File: config.mk
export PLATFORM = sky130hd
export DESIGN_NAME = dmi_req_bridge
export DESIGN_NICKNAME = d
export VERILOG_FILES = /design/src/rtl/dmi_req_bridge.sv
export SDC_FILE = /design/constraint.sdc
export NUM_CORES = 1
export LEC_CHECK = 0
export CAP_MARGIN = 15
export CORE_MARGIN = 4
export CORE_UTILIZATION = 45
export CTS_BUF_LIST = sky130_fd_sc_hd__clkbuf_8
export DETAILED_ROUTE_END_ITERATION = 10
export PLACE_DENSITY = 0.72
export SLEW_MARGIN = 20
export SYNTH_ARGS = -nofsm -noshare
export SYNTH_HDL_FRONTEND = slang
export SYNTH_SLANG_ARGS = --single-unit
File: constraint.sdc
create_clock -name clk -period 2.6 [get_ports clk]
set_clock_uncertainty 0.2 [all_clocks]
set_input_delay 0.52 -clock clk [delete_from_list [all_inputs] [get_ports clk]]
set_output_delay 0.52 -clock clk [all_outputs]
set_load 0.05 [all_outputs]
File: src/rtl/dmi_req_bridge.sv
// Host-to-DMI request bridge: buffers host requests in a FIFO and runs one DMI transaction at a
// time. Optional response timeout is compiled in with `define DMI_TIMEOUT_EN.
module dmi_req_bridge #(
  parameter int unsigned FIFO_DEPTH     = 4,
  parameter int unsigned TIMEOUT_CYCLES = 64
) (
  input  logic                        clk,
  input  logic                        reset,
  input  logic                        host_req_valid_i,
  output logic                        host_req_ready_o,
  input  logic [1:0]                  host_req_op_i,
  input  logic [6:0]                  host_req_address_i,
  input  logic [31:0]                 host_req_data_i,
  output logic                        host_rsp_valid_o,
  input  logic                        host_rsp_ready_i,
  output logic [1:0]                  host_rsp_op_o,
  output logic [31:0]                 host_rsp_data_o,
  output logic                        dmi_req_valid_o,
  input  logic                        dmi_req_ready_i,
  output logic [1:0]                  dmi_req_op_o,
  output logic [6:0]                  dmi_req_address_o,
  output logic [31:0]                 dmi_req_data_o,
  input  logic                        dmi_rsp_valid_i,
  input  logic [1:0]                  dmi_rsp_op_i,
  input  logic [31:0]                 dmi_rsp_data_i,
  output logic [$clog2(FIFO_DEPTH):0] fifo_count_o
);

  localparam int unsigned PtrW = $clog2(FIFO_DEPTH);
  localparam int unsigned CntW = PtrW + 1;
  localparam int unsigned EntW = 41;

  typedef enum logic [1:0] {StIdle, StIssue, StWaitRsp, StRspHold} state_e;

  if (FIFO_DEPTH < 2 || FIFO_DEPTH > 16 || (FIFO_DEPTH & (FIFO_DEPTH - 1)) != 0 ||
      TIMEOUT_CYCLES == 0) begin : g_cfg_check
    $error("dmi_req_bridge: unsupported FIFO_DEPTH or TIMEOUT_CYCLES");
  end

  state_e          r_state, w_state_next;
  logic [EntW-1:0] r_mem [FIFO_DEPTH];
  logic [PtrW-1:0] r_wptr, r_rptr;
  logic [CntW-1:0] r_count;
  logic [1:0]      r_iss_op;
  logic [6:0]      r_iss_addr;
  logic [31:0]     r_iss_data;
  logic [1:0]      r_rsp_op;
  logic [31:0]     r_rsp_data;
  logic            w_push, w_pop, w_empty, w_full, w_local, w_rsp_take, w_dmi_accept;

  assign w_empty      = (r_count == '0);
  assign w_full       = (r_count == CntW'(FIFO_DEPTH));
  assign w_push       = host_req_valid_i && host_req_ready_o;
  assign w_pop        = !w_empty &&
                        ((r_state == StIdle) || (r_state == StRspHold && host_rsp_ready_i));
  // nop and reserved ops are answered locally without touching the DMI
  assign w_local      = (r_iss_op == 2'b00) || (r_iss_op == 2'b11);
  assign w_dmi_accept = (r_state == StIssue) && !w_local && dmi_req_ready_i;
  assign w_rsp_take   = (r_state == StWaitRsp) && dmi_rsp_valid_i;

`ifdef DMI_TIMEOUT_EN
  localparam int unsigned ToW = $clog2(TIMEOUT_CYCLES + 1);
  logic [ToW-1:0] r_to_cnt;
  logic           w_timeout;

  assign w_timeout = (r_state == StWaitRsp) && !dmi_rsp_valid_i &&
                     (r_to_cnt == ToW'(TIMEOUT_CYCLES - 1));

  always_ff @(posedge clk or negedge reset) begin
    if (!reset) begin
      r_to_cnt <= '0;
    end else if (w_dmi_accept) begin
      r_to_cnt <= '0;
    end else if (r_state == StWaitRsp) begin
      r_to_cnt <= r_to_cnt + ToW'(1);
    end
  end
`endif

  always_ff @(posedge clk) begin
    if (w_push) r_mem[r_wptr] <= {host_req_op_i, host_req_address_i, host_req_data_i};
  end

  always_ff @(posedge clk or negedge reset) begin
    if (!reset) begin
      r_wptr  <= '0;
      r_rptr  <= '0;
      r_count <= '0;
    end else begin
      if (w_push) r_wptr <= r_wptr + PtrW'(1);
      if (w_pop)  r_rptr <= r_rptr + PtrW'(1);
      if (w_push && !w_pop)      r_count <= r_count + CntW'(1);
      else if (!w_push && w_pop) r_count <= r_count - CntW'(1);
    end
  end

  always_ff @(posedge clk or negedge reset) begin
    if (!reset) begin
      r_iss_op   <= '0;
      r_iss_addr <= '0;
      r_iss_data <= '0;
    end else if (w_pop) begin
      {r_iss_op, r_iss_addr, r_iss_data} <= r_mem[r_rptr];
    end
  end

  always_ff @(posedge clk or negedge reset) begin
    if (!reset) begin
      r_rsp_op   <= '0;
      r_rsp_data <= '0;
    end else if (r_state == StIssue && w_local) begin
      r_rsp_op   <= (r_iss_op == 2'b11) ? 2'b10 : 2'b00;
      r_rsp_data <= '0;
    end else if (w_rsp_take) begin
      r_rsp_op   <= dmi_rsp_op_i;
      r_rsp_data <= dmi_rsp_data_i;
`ifdef DMI_TIMEOUT_EN
    end else if (w_timeout) begin
      r_rsp_op   <= 2'b10;
      r_rsp_data <= '0;
`endif
    end
  end

  always_ff @(posedge clk or negedge reset) begin
    if (!reset) r_state <= StIdle;
    else        r_state <= w_state_next;
  end

  always_comb begin
    w_state_next = r_state;
    unique case (r_state)
      StIdle:    if (!w_empty) w_state_next = StIssue;
      StIssue: begin
        if (w_local)              w_state_next = StRspHold;
        else if (dmi_req_ready_i) w_state_next = StWaitRsp;
      end
      StWaitRsp: begin
        if (dmi_rsp_valid_i) w_state_next = StRspHold;
`ifdef DMI_TIMEOUT_EN
        else if (w_timeout)  w_state_next = StRspHold;
`endif
      end
      StRspHold: if (host_rsp_ready_i) w_state_next = w_empty ? StIdle : StIssue;
      default:   w_state_next = StIdle;
    endcase
  end

  always_comb begin
    host_req_ready_o  = reset && !w_full;
    dmi_req_valid_o   = (r_state == StIssue) && !w_local;
    host_rsp_valid_o  = (r_state == StRspHold);
    dmi_req_op_o      = r_iss_op;
    dmi_req_address_o = r_iss_addr;
    dmi_req_data_o    = r_iss_data;
    host_rsp_op_o     = r_rsp_op;
    host_rsp_data_o   = r_rsp_data;
    fifo_count_o      = r_count;
  end

endmodule
==> qor_table.md <==
| Step | Parameter | This run |
| --- | --- | --- |
| outcome | Status | complete, no violations |
| setup path | Number of cells on the worst reg-to-reg path | 11 |
| power | Leak pwr | 4.66 nW |
| placement | DP HPWL | 12.1 mm |
| grt | Antenna violations before repair | 1 |
| layout | Net total in the final layout | 734 |
| grt | Overall Global Routing Usage | 0.165 |
| layout | Most common library cell in the layout ignoring fill and taps | sky130_fd_sc_hd__edfxtp_1 |
| grt | Maximum number of pins on one net before global-route repair | 47 |
| setup path | CP Buf/Inv Count | 1 |
| job | Number of maximum-capacitance violations | 0 |
| drt | Total via count in the routed design | 4,909 |
| timing | Tightest Pin Transition | 0.601 ns |
| drt | Aggregate routed wire length | 19.2 mm |
| grt | Total overflow reported by the global router | 0 |
| clock network | Clock Path Buffers | 3 |
| setup path | Critical-path cell with the highest stage delay | sky130_fd_sc_hd__clkdlybuf4s50_1 |
| grt | Global-route wire length before repair | 30.3 mm |
| die | Initial cell density of the core | 0.463 |
| timing | RSZ-0062 raised after global routing | no |
| timing | Share of the cycle needed by the critical path after routing | 0.958 |
| layout | Final Util | 0.604 |
| synth | Mapped cell area | 0.00946 mm² |
| power | Clock power share | 0.195 |
| setup path | Required @ worst endpoint | 1.88 ns |
| clock network | Clock tree root driver cell | sky130_fd_sc_hd__clkbuf_8 |
| setup path | Category of cells accounting for the largest share of critical-path delay | buffers and inverters |
| grt | Number of global-route vias before repair | 5,419 |
| die | Die Span X | 153 µm |
| timing | Total Negative Setup Slacks | 0 ns |
| setup path | CP cell instances | clkdlybuf4s50_1 |
| synth | Total of flip-flops plus latches after synthesis | 248 |
| synth | Register area share after synthesis | 0.742 |
| layout | Final antenna diode count | 0 |
| die | Core outline area | 0.0204 mm² |
| setup path | Maximum net fanout on the critical path | 2 |
| timing | Number of slew-limit violations in the final report | 0 |
| die | Die area | 0.0234 mm² |
| drt | Residual DRC | 0 |
| hold path | Start point of the worst hold path | host_rsp_data_o[24] |
| setup path | Type of element capturing the critical path | primary output |
| setup path | Crit path launch type | flop |
| synth | Instance count of the mapped netlist | 437 |
| hold path | Worst Hold Class | flop to flop |
| setup path | Capturing point of the worst reg2reg path | fifo_count_o[2] |
| clock network | Number of sinks driven by the clock tree | 248 |
| timing | Final hold violation count | 0 |
| setup path | Data arrival at the endpoint of the critical path | 1.77 ns |
| drt | DR iter-0 viols | 199 |
| layout | Share of cells above drive strength 1 | 0.259 |
| placement | Last weighted congestion value of the routability-driven placer | 0.837 |
| drt | Per-cell via count in the routed design | 5.21 |
| power | Internal cell power | 9.98 mW |
| power | Net switching share of the total power | 0.377 |
| timing | Final Setup Violations | 0 |
| clock network | Clock tree from TritonCTS | yes |
| synth | Synthesized net count | 530 |
| clock network | CTS Buf Count | 40 |
| power | Power Density | 1300 mW/mm² |
| clock network | Clock Pin Slew Worst Setup and Hold Paths | 0.06 ns |
| die | Die outline height | 153 µm |
| die | Standard-cell rows | 52 |
| power | Peak supply drop | 783 µV |
| synth | Mean instance size in the synthesized netlist | 21.7 µm² |
| timing | Post-route minimum period | 2.49 ns |
| power | Seq pwr share | 0.362 |
| synth | Cell variety after synth | 32 |
| die | I/O Pins | 162 |
| layout | Leading cell types in the layout, fill and taps excluded | sky130_fd_sc_hd__edfxtp_1, sky130_fd_sc_hd__clkdlybuf4s50_1, sky130_fd_sc_hd__dfrtp_1 |
| setup path | WS Path Type | flop to primary output |
| timing | Maximum clock frequency | 402 MHz |
| setup path | Delay of the slowest critical-path stage | 0.83 ns |
| clock network | CTS HTree Levels | 2 |
| drt | Initial DRT Pass Iterations | 4 |
| hold path | Worst Hold Depth | 1 |
| hold path | Hold path endpoint | host_rsp_data_o[24] |
| placement | Buffers added on ports | 161 |
| setup path | Startpoint of the lowest-slack register-to-register path | r_state[0] |
| setup path | Reg-to-reg setup timing slack | 0.15 ns |
| synth | Total number of yosys warnings | 0 |
| timing | Relative slew slack | 0.599 |
| drt | Antenna viol nets, final | 0 |
| clock network | Insertion delay to the later sink of the worst-skew pair | 0.53 ns |
| layout | Layout area overhead | 30.5% |
| drt | Wire per inst | 20.4 µm |
| power | Logic pwr share | 0.444 |
| power | Net switching power | 6.04 mW |
synthesized netlist by cell type, drive strengths merged:
cell | count | area share
a2111oi | 1 | 0.0029
a21oi | 2 | 0.0011
a22o | 33 | 0.031
and2 | 5 | 0.0033
and3b | 1 | 0.00093
buf | 14 | 0.012
clkbuf | 6 | 0.0024
dfrtp | 84 | 0.22
edfxtp | 164 | 0.52
fa | 1 | 0.0021
ha | 11 | 0.015
inv | 7 | 0.0028
mux2 | 44 | 0.067
mux2i | 2 | 0.0021
mux4 | 41 | 0.099
nand2 | 2 | 0.00079
nor2 | 3 | 0.0020
nor2b | 3 | 0.0020
nor3 | 1 | 0.0017
nor3b | 1 | 0.00079
nor4 | 1 | 0.00066
o21ai | 1 | 0.00053
o311a | 1 | 0.0011
o31a | 2 | 0.0019
xnor2 | 3 | 0.0028
xor2 | 3 | 0.0028
final cells by class:
type / count / area [µm²]
Timing Repair Buffer: 182 / 1900
Inverter: 7 / 26.3
Multi-Input combinational cell: 162 / 2290
Fill cell: 1493 / 8080
Clock buffer: 46 / 633
Tap cell: 270 / 338
Clock inverter: 28 / 129
Sequential cell: 248 / 7030
state kept, by name, summed over array words and instances (netlist names), 3 cells and up:
| name | cells |
|---|---|
| dmi_req_data_o | 32 |
| host_rsp_data_o | 32 |
| r_mem | 164 |
| fifo_count_o | 3 |
| dmi_req_address_o | 7 |
metrics by stage:
stage	hold WS, ns	power (mW)	instances	setup WS [ns]	cell area [µm²]
2_1_floorplan	0.0244	10.8	437	0.00271	9470
3_3_place_gp	0.287	12.9	868	-0.00720	11600
3_5_place_dp	0.292	13.1	868	-0.0740	11600
4_1_cts	0.309	16.3	943	0.0114	12300
5_1_grt	0.316	16.8	943	0.0235	12300
6_report	0.304	16.0	943	0.110	12300
metal layers:
metal  wire [µm]  GRT usage
met1        8010      0.206
met5          12          0
met2        9420      0.275
met3        1380     0.0534
met4         403     0.0513
how the worst max path moves through the flow:
stage	slack (ns)	cells past startpoint	startpoint	end
after floorplan	0.003	8	fifo_count_o[0]	fifo_count_o[1]
after global placement	-0.007	10	host_rsp_ready_i	fifo_count_o[2]
after detailed placement	-0.07	10	host_rsp_ready_i	fifo_count_o[2]
after CTS	0.01	1	fifo_count_o[2]	fifo_count_o[2]
after global routing	0.02	11	r_state[0]	fifo_count_o[2]
final	0.11	1	dmi_req_data_o[23]	dmi_req_data_o[23]
power by group through the flow:
stage	registers (mW)	clock network (mW)	logic, mW
2_1_floorplan	7.67	0	3.13
3_3_place_gp	5.83	0	7.07
3_5_place_dp	5.87	0	7.21
4_1_cts	5.81	3.25	7.21
5_1_grt	5.90	3.43	7.46
6_report	5.79	3.12	7.11
cell families (layout without fill, tap and decap cells):
logic type,Yosys count,after routing,synth area share
multiplexers,87,87,0.168
AND/OR/NAND/NOR,17,17,0.0122
buffers and inverters,27,263,0.0169
adder cells (fa/ha/maj),12,12,0.0167
flip-flops,248,248,0.742
AO/OA/AOI/OAI,40,40,0.0379
XOR/XNOR,6,6,0.00555
repair_timing:
action,in CTS,in global routing
endpoints found under the setup margin,3,1
resized for setup,3,1
setup buffers,0,0
hold endpoints to repair,45,0
hold buffers,1,0
Power figures use the tool's default switching activity.
